===== src/rtl/matrix_mac_sequencer.sv =====
// 2x2 matrix multiplier: operator loads A and B through a debounced key, then
// C = A*B is computed on one shared multiply-accumulate unit, one product per cycle.
module matrix_mac_sequencer #(
   parameter int WIDTH     = 8,
   parameter int DB_CYCLES = 250000
) (
   input  logic             clk,
   input  logic             rst,
   input  logic             key1,
   input  logic [9:0]       SW,
   output logic [9:0]       LED,
   output logic [WIDTH-1:0] c00,
   output logic [WIDTH-1:0] c01,
   output logic [WIDTH-1:0] c10,
   output logic [WIDTH-1:0] c11
);

   localparam int CW = $clog2(DB_CYCLES + 1);
   localparam logic [CW-1:0] DB_LAST = CW'(DB_CYCLES - 1);

   typedef enum logic [1:0] {LOAD, COMP, DONE} state_t;

   logic          key_s1, key_s2, key_acc, press;
   logic [CW-1:0] db_cnt;
   logic          abort_s1, abort_s2;

   state_t                   state;
   logic [2:0]               idx, step;
   logic [WIDTH-1:0]         acc;
   logic [7:0][WIDTH-1:0]    mat;   // A00 A01 A10 A11 B00 B01 B10 B11
   logic                     busy, done;

   logic [2:0]               a_sel, b_sel;
   logic [2*WIDTH-1:0]       prod_full;
   logic [WIDTH-1:0]         prod, sum;
   logic                     unused_sw;

   assign unused_sw = ^SW[8:0];

   // key1 synchronizer and debouncer; press fires once per accepted 1->0 change
   always_ff @(posedge clk or negedge rst) begin
      if (!rst) begin
         key_s1  <= 1'b1;
         key_s2  <= 1'b1;
         key_acc <= 1'b1;
         db_cnt  <= '0;
         press   <= 1'b0;
      end else begin
         key_s1 <= key1;
         key_s2 <= key_s1;
         press  <= 1'b0;
         if (key_s2 == key_acc) begin
            db_cnt <= '0;
         end else if (db_cnt == DB_LAST) begin
            db_cnt  <= '0;
            key_acc <= key_s2;
            press   <= ~key_s2;
         end else begin
            db_cnt <= db_cnt + 1'b1;
         end
      end
   end

   always_ff @(posedge clk or negedge rst) begin
      if (!rst) begin
         abort_s1 <= 1'b0;
         abort_s2 <= 1'b0;
      end else begin
         abort_s1 <= SW[9];
         abort_s2 <= abort_s1;
      end
   end

   // step = {i, j, t}: A row i column t, B row t column j
   always_comb begin
      a_sel     = {1'b0, step[2], step[0]};
      b_sel     = {1'b1, step[0], step[1]};
      prod_full = mat[a_sel] * mat[b_sel];
      prod      = prod_full[WIDTH-1:0];
      sum       = acc + prod;
   end

   always_ff @(posedge clk or negedge rst) begin
      if (!rst) begin
         state <= LOAD;
         idx   <= '0;
         step  <= '0;
         acc   <= '0;
         mat   <= '0;
         busy  <= 1'b0;
         done  <= 1'b0;
         c00   <= '0;
         c01   <= '0;
         c10   <= '0;
         c11   <= '0;
      end else if (abort_s2) begin
         state <= LOAD;
         idx   <= '0;
         busy  <= 1'b0;
         done  <= 1'b0;
         c00   <= '0;
         c01   <= '0;
         c10   <= '0;
         c11   <= '0;
      end else begin
         case (state)
            LOAD: begin
               if (press) begin
                  mat[idx] <= SW[WIDTH-1:0];
                  if (idx == 3'd7) begin
                     state <= COMP;
                     step  <= '0;
                     busy  <= 1'b1;
                  end else begin
                     idx <= idx + 1'b1;
                  end
               end
            end
            COMP: begin
               if (!step[0]) begin
                  acc <= prod;
               end else begin
                  acc <= sum;
                  case (step[2:1])
                     2'd0:    c00 <= sum;
                     2'd1:    c01 <= sum;
                     2'd2:    c10 <= sum;
                     default: c11 <= sum;
                  endcase
               end
               if (step == 3'd7) begin
                  state <= DONE;
                  busy  <= 1'b0;
                  done  <= 1'b1;
               end else begin
                  step <= step + 1'b1;
               end
            end
            DONE: begin
               if (press) begin
                  state <= LOAD;
                  idx   <= '0;
                  done  <= 1'b0;
               end
            end
            default: state <= LOAD;
         endcase
      end
   end

   assign LED = {done, busy, 4'b0000, idx[2], idx};

endmodule


===== config.mk =====
export PLATFORM = sky130hd
export DESIGN_NAME = matrix_mac_sequencer
export DESIGN_NICKNAME = d
export VERILOG_FILES = /design/src/rtl/matrix_mac_sequencer.sv
export SDC_FILE = /design/constraint.sdc
export NUM_CORES = 1
export LEC_CHECK = 0
export CORE_MARGIN = 4
export CORE_UTILIZATION = 40
export DETAILED_ROUTE_END_ITERATION = 16
export PLACE_DENSITY = 0.57
export SLEW_MARGIN = 20
export SYNTH_ARGS = -nofsm -noshare
export SYNTH_HDL_FRONTEND = slang
export SYNTH_SLANG_ARGS = --single-unit

===== constraint.sdc =====
create_clock -name clk -period 5.05 [get_ports clk]
set_input_delay 0.7575 -clock clk [delete_from_list [all_inputs] [get_ports clk]]
set_output_delay 0.7575 -clock clk [all_outputs]
set_load 0.1 [all_outputs]

==> reports/results.tsv, run 1 <==
stage	metric	value	unit
synthesis	yosys_register_bits	138	
min_path	worst_hold_path_type	reg -> reg	
clocking	path_clk_slew	60	ps
finish	layout.nets	775	
floorplan	start_util	40.57	%
clocking	cts_made_buffers	17	
drt	vias	4921	
timing	achievable-frequency	0.1991	GHz
clocking	clock_tree.htree_level_count	4	
critical_path	worst-endpoint-arrival	5290	ps
placed_design	dpl-instance-area	8127	um2
synthesis	synthesis.area_per_instance	11.35	um2
drt	route.detailed.vias_per_inst	5.110	
synthesis	async_flop_share	100.0	%
timing	finalClockSkew	8.423	ps
clocking	cts_buffer_depth	2	
timing	finalCritPeriodShare	99.48	%
drt	drtPass1Iterations	4	
global_routing	antenna_found_initial	0	
drt	ant_nets	0	
critical_path	worst_r2r_path_depth	19	
placed_design	port-buffer-count	49	
critical_path	r2r_end	c01[7]$_DFFE_PN0P_	
timing	timing.final.setup_violations	0	
timing	setup_slack	26.43	ps
floorplan	chipWidth	143.0	um
critical_path	crit-reg2reg-launch	step[0]$_DFFE_PN0P_	
critical_path	reg2reg_slack	30	ps
critical_path	setup_cp_type	reg -> reg	
critical_path	endpoint	c01[7]$_DFFE_PN0P_	
timing	report.final.slew_viol_count	0	
clocking	clk_latency	420	ps
pwr	clock_power_share	50.8	%
drt	wire_per_inst	16.75	um
finish	layout.cells.most_common_list	134 x dfrtp_1, 83 x nand2_1, 66 x mux2_2, 48 x clkdlybuf4s50_1, 45 x nor2_1	
placed_design	finalWeightedCongestion	0.7996	
pwr	leakage	0.003961	uW
flow_run	drv.max_cap_violation_count	0	
floorplan	design.core.area	17960	um2
synthesis	post_synth_instance_area	7287	um2
synthesis	yosysSeqAreaShare	47.44	%
finish	finalCoreUtilization	50.21	%
pwr	comb_power_share	3.0	%
timing	max_slew.worst_pin.slew	1105	ps
finish	layout-area-overhead-vs-synth	23.76	%
critical_path	crit_fanout	6	
floorplan	number_of_standard_cell_rows_in_the_floorplan	49	
synthesis	synthesis.yosys.warnings	0	
finish	post-route-cell-area	9019	um2
clocking	cts_root_buf	clkbuf_16	
floorplan	die-area	20440	um2
global_routing	groute.usage.overall	16.62	%
critical_path	timing.critical_path.to_type	flop	
global_routing	grt_first_pass_wirelength	26520	um
finish	drive_gt1_share	27.38	%
pwr	powerDensity	271.2	nW/um2
placed_design	place_worst_setup_slack	-197.2	ps
pwr	share_seq_of_total_power	46.3	%
timing	grt_setup_unrepaired	yes	
drt	first_iter_violations	235	
synthesis	post_synth_num_cell_types	53	
drt	routed_wl	16130	um
timing	final_hold_vios	0	
synthesis	ys.flop_type	dfrtp_1	
finish	ant_diodes	0	
drt	drc	0	
synthesis	synth_edf_count	0	
global_routing	first_global_vias	5160	
floorplan	io_pins	55	
pwr	total_switching_power	558.9	uW
pwr	p_sw_share	22.85	%
critical_path	cp_launch_point	step[0]$_DFFE_PN0P_	
status	run_status	finished, final reports clean	
critical_path	cp-start-kind	flop	
synthesis	synth_cells	642	
clocking	clock_tree_from_tritoncts	done	
clocking	tritoncts_num_sinks	138	
floorplan	die_outline_height	143.0	um
placed_design	dpl.hpwl	11310	um
global_routing	grt_max_degree	99	
timing	layout_min_cycle_time	5024	ps
critical_path	worstPathRequired	5310	ps
pwr	internal-power	1887	uW
pwr	peakVddDrop	221.3	uV
global_routing	global_route.overflow_total	0	
timing	relSlewSlack	26.16	%
finish	mostFrequentLayoutCell	dfrtp_1	
==> critical path, cell delays in order, from the launching register on <==
cell      delay (ps)
dfrtp_1          430
buf_6            140
buf_8            120
mux4_2           410
nand2_2           80
fa_2             390
fa_1             500
inv_2             40
fa_1             510
fa_1             570
ha_4             230
xnor2_4          150
ha_4             180
nor4_4           260
o21a_1           160
nor3_2            50
buf_4            160
xnor2_4          140
xnor2_4          240
a211oi_2          90
==> cells in the mapped netlist (5+ instances only) <==
cell,instances,area share (%)
dfrtp_1,135,46
nand2_1,85,4.4
mux2_2,66,10
nor2_1,45,2.3
a21oi_1,40,2.7
ha_1,28,4.8
inv_1,27,1.4
and2_1,21,1.8
xnor2_1,20,2.4
clkbuf_1,16,0.82
nand3_1,15,1.0
fa_1,13,3.6
mux4_2,13,4.0
o21ai_0,12,0.82
xor2_1,12,1.4
buf_4,7,0.72
mux2i_1,7,0.96
a211oi_1,5,0.52
nor2b_1,5,0.43
nor3_1,5,0.34
==> worst min path at each step <==
stage / to / from / depth (start not counted) / slack, ps
2_1_floorplan: abort_s2$_DFF_PN0_ / abort_s1$_DFF_PN0_ / 0 / 330
3_3_place_gp: abort_s2$_DFF_PN0_ / abort_s1$_DFF_PN0_ / 0 / 330
3_5_place_dp: key_s2$_DFF_PN1_ / key_s1$_DFF_PN1_ / 0 / 350
4_1_cts: key_s2$_DFF_PN1_ / key_s1$_DFF_PN1_ / 0 / 350
5_1_grt: key_s2$_DFF_PN1_ / key_s1$_DFF_PN1_ / 0 / 360
6_report: key_s2$_DFF_PN1_ / key_s1$_DFF_PN1_ / 0 / 360
==> final cells by class <==
type,count,area (um2)
Fill cell,1591,8945
Tap cell,229,286.5
Clock buffer,19,442.9
Timing Repair Buffer,86,788.3
Clock inverter,13,143.9
Sequential cell,138,3458
Inverter,27,101.3
Multi-Input combinational cell,451,3797
==> repair_timing <==
action,4_1_cts,5_1_grt
setup endpoints to repair,10,6
hold buffers,0,0
resized for setup,15,36
pin swaps,9,35
buffers inserted,1,8
gates cloned,0,0
==> routing by layer <==
metal  track usage, %  vias to the layer above  wire length, um
li1                 -                     2347                -
met1            21.04                     2502             7134
met2            28.96                       58             8370
met3            3.684                       14              459
met4            4.252                        0              165
met5                0                        -                0
==> kinds of logic (layout without fill, tap and decap cells) <==
group,count (synthesis),after routing,share of synthesized area (%)
flops,138,138,47.44
mux,89,89,16.26
other cells,1,4,0.05146
fa+ha+maj,41,41,8.379
buf+inv,56,145,3.657
xor+xnor,36,36,4.842
simple gates,209,209,13.65
compound gates,72,72,5.718
==> power groups by stage <==
| stage | clock network [uW] | logic, uW | registers, uW |
|---|---|---|---|
| after floorplan | 0 | 35.4 | 1150 |
| after global placement | 0 | 71.7 | 1150 |
| after detailed placement | 0 | 75.3 | 1150 |
| after CTS | 1270 | 75.2 | 1130 |
| after global routing | 1320 | 82.8 | 1130 |
| final | 1240 | 73.1 | 1130 |
==> registers in the layout, indices dropped and copies added, names as in the netlist <==
name	cells
key_acc	1
abort_s2	1
done	1
key_s2	1
db_cnt	18
step	3
state	2
acc	8
c11	8
c10	8
idx	3
mat	64
busy	1
abort_s1	1
key_s1	1
c01	8
press	1
c00	8
==> through the flow <==
step	TNS (ps)	total power (uW)	hold WS, ps	instances
6_report	0	2446	356.2	963
5_1_grt	-545.2	2533	359.6	963
4_1_cts	0	2476	354.6	955
3_5_place_dp	-836.2	1226	346.8	922
3_3_place_gp	-719.9	1221	333.3	922
2_1_floorplan	0	1184	331.2	645
Power figures use the tool's default switching activity.
==> inputs of run 2 (changes only) <==
- GPL_ROUTABILITY_DRIVEN: default -> 0
==> results of run 2 <==
The final DEF is identical to that of run 1; final timing and power are the same.
==> inputs of run 3 (changes only) <==
- PLACE_DENSITY: 0.57 -> 0.55
- clock period: 5.05 -> 5.1 ns (I/O delays scaled with it)
==> reports/results.tsv, run 3 (synthesized netlist as in run 1, its figures left out) <==
stage	metric	value	unit
critical_path	timing.critical_path.to_type	flop	
finish	reg_top3	mat x64, db_cnt x18	
global_routing	global_route.overflow_total	0	
drt	wire_per_inst	16.66	um
floorplan	die_outline_height	143.0	um
timing	final_hold_vios	0	
finish	layout.cells.most_common_list	134 x dfrtp_1, 83 x nand2_1, 66 x mux2_2, 48 x clkdlybuf4s50_1, 44 x nor2_1	
clocking	cts_buffer_depth	2	
floorplan	io_pins	55	
drt	route.detailed.vias_per_inst	5.086	
critical_path	setup_cp_type	reg -> reg	
placed_design	dpl.hpwl	11290	um
drt	drtPass1Iterations	4	
floorplan	die-area	20440	um2
timing	timing.final.setup_violations	0	
global_routing	groute.usage.overall	16.96	%
critical_path	critPathMaxStageDelay	520	ps
pwr	peakVddDrop	217.5	uV
finish	ant_diodes	0	
finish	finalCoreUtilization	50.28	%
global_routing	first_global_vias	5288	
clocking	tritoncts_num_sinks	138	
drt	routed_wl	16070	um
clocking	cts_root_buf	clkbuf_16	
finish	post-route-cell-area	9031	um2
pwr	totalPowerFinal	2441	uW
timing	relSlewSlack	26.36	%
critical_path	critical_path_cell_sequence	buf_6 > buf_6 > mux4_2 > and2_4 > fa_2 > fa_1 > ha_1 > inv_1 > fa_1 > inv_2 > ha_4 > a21oi_4 > xnor2_2 > ha_4 > o21a_1 > nor2_2 > nor3_4 > xnor2_2 > xnor2_4 > a211oi_2	
clocking	path_clk_slew	60	ps
finish	largest_register_ff_count	64	
critical_path	timing.critical_path.slowest_stage_cell	mux4_2	
clocking	clock_tree.htree_level_count	4	
floorplan	start_util	40.57	%
finish	layout-area-overhead-vs-synth	23.94	%
drt	ant_nets	0	
critical_path	cp-start-kind	flop	
timing	layout_min_cycle_time	4943	ps
pwr	powerDensity	270.2	nW/um2
timing	max_slew.worst_pin.slew	1102	ps
min_path	worst_hold_path_type	reg -> reg	
critical_path	worst-endpoint-arrival	5180	ps
clocking	cts_hold_buf	0	
finish	n_fill_cell	1586	
global_routing	antenna_found_initial	0	
pwr	leakage	0.004007	uW
clocking	clock_tree_from_tritoncts	done	
placed_design	dpl-instance-area	8147	um2
timing	achievable-frequency	0.2023	GHz
critical_path	crit_fanout	5	
timing	fin_tns_setup	0	ps
flow_run	drv.max_cap_violation_count	0	
status	run_status	finished, final reports clean	
floorplan	chipWidth	143.0	um
clocking	clk_latency	410	ps
drt	first_iter_violations	235	
timing	finalCritPeriodShare	96.92	%
floorplan	design.core.area	17960	um2
finish	drive_gt1_share	27.17	%
critical_path	worstPathRequired	5340	ps
finish	top_register	mat	
finish	mostFrequentLayoutCell	dfrtp_1	
timing	report.final.slew_viol_count	0	
global_routing	grt_first_pass_wirelength	27400	um
floorplan	number_of_standard_cell_rows_in_the_floorplan	49	
finish	layout.nets	778	
global_routing	grt_max_degree	95	
timing	grt_setup_unrepaired	yes	
drt	vias	4908	
placed_design	port-buffer-count	49	
timing	finalClockSkew	7.702	ps
clocking	cts_made_buffers	17	
drt	drc	0	
==> run 3: cell count changes in the layout (fill, tap and decap cells not counted), sizes merged <==
cell / delta
buf: +3
clkinv: -2
bufinv: +1
clkbuf: +1
inv: -1
==> run 3: power by group <==
group          internal (uW)  switching [uW]
clock                    779             469
combinational           20.0            52.3
sequential              1110            7.99
==> run 3: worst paths after layout <==
| path | start | end | slack, ps | cells after the start |
|---|---|---|---|---|
| hold / removal | key_s1$_DFF_PN1_ | key_s2$_DFF_PN1_ | 360 | 0 |
| hold reg to reg | key_s1$_DFF_PN1_ | key_s2$_DFF_PN1_ | 360 | 0 |
| setup reg to reg | step[0]$_DFFE_PN0P_ | c01[7]$_DFFE_PN0P_ | 160 | 20 |
| max in group asynchronous | rst | step[1]$_DFFE_PN0P_ | 3470 | 2 |
| min in group asynchronous | rst | acc[4]$_DFFE_PN0P_ | 410 | 1 |
| setup / recovery | step[0]$_DFFE_PN0P_ | c01[7]$_DFFE_PN0P_ | 160 | 20 |
==> run 3: worst max-delay path, delay by kind of cell, from the launching register on <==
family                   cells  cell delay (ps)
XOR/XNOR                     3              540
flip-flops                   1              400
AO/OA/AOI/OAI                3              280
adder cells (fa/ha/maj)      6             2210
multiplexers                 1              520
buffers and inverters        4              360
AND/OR/NAND/NOR              3              470
==> run 3: metrics by stage <==
stage                     hold slack, ps  cells  setup slack [ps]
after floorplan                    331.2    645             40.75
after global placement             331.8    923            -216.4
after detailed placement           349.1    923            -302.6
after CTS                          358.1    959             13.20
after global routing               359.9    965            -91.17
final                              356.7    965             157.2
==> run 3: repair_timing <==
item / CTS / global route
setup buffers: 5 / 6
pin swaps: 16 / 29
resized for setup: 26 / 22
setup endpoints to repair: 10 / 5
==> run 3: layout make-up <==
cell class / count / area, um2 / area share (%)
Sequential cell: 138 / 3458 / 38.29
Clock buffer: 20 / 446.7 / 4.946
Inverter: 27 / 101.3 / 1.122
Clock inverter: 11 / 145.1 / 1.607
Timing Repair Buffer: 89 / 830.8 / 9.199
Multi-Input combinational cell: 451 / 3762 / 41.66
Tap cell: 229 / 286.5 / 3.173
==> run 3: per-layer routing <==
metal / vias to the layer above / share of wire [%] / global-route usage, %
met1: 2473 / 45 / 22.15
met2: 64 / 52 / 28.86
met4: 0 / 0.95 / 4.352
met3: 13 / 2.4 / 3.684
li1: 2358 / - / -
met5: - / 0 / 0
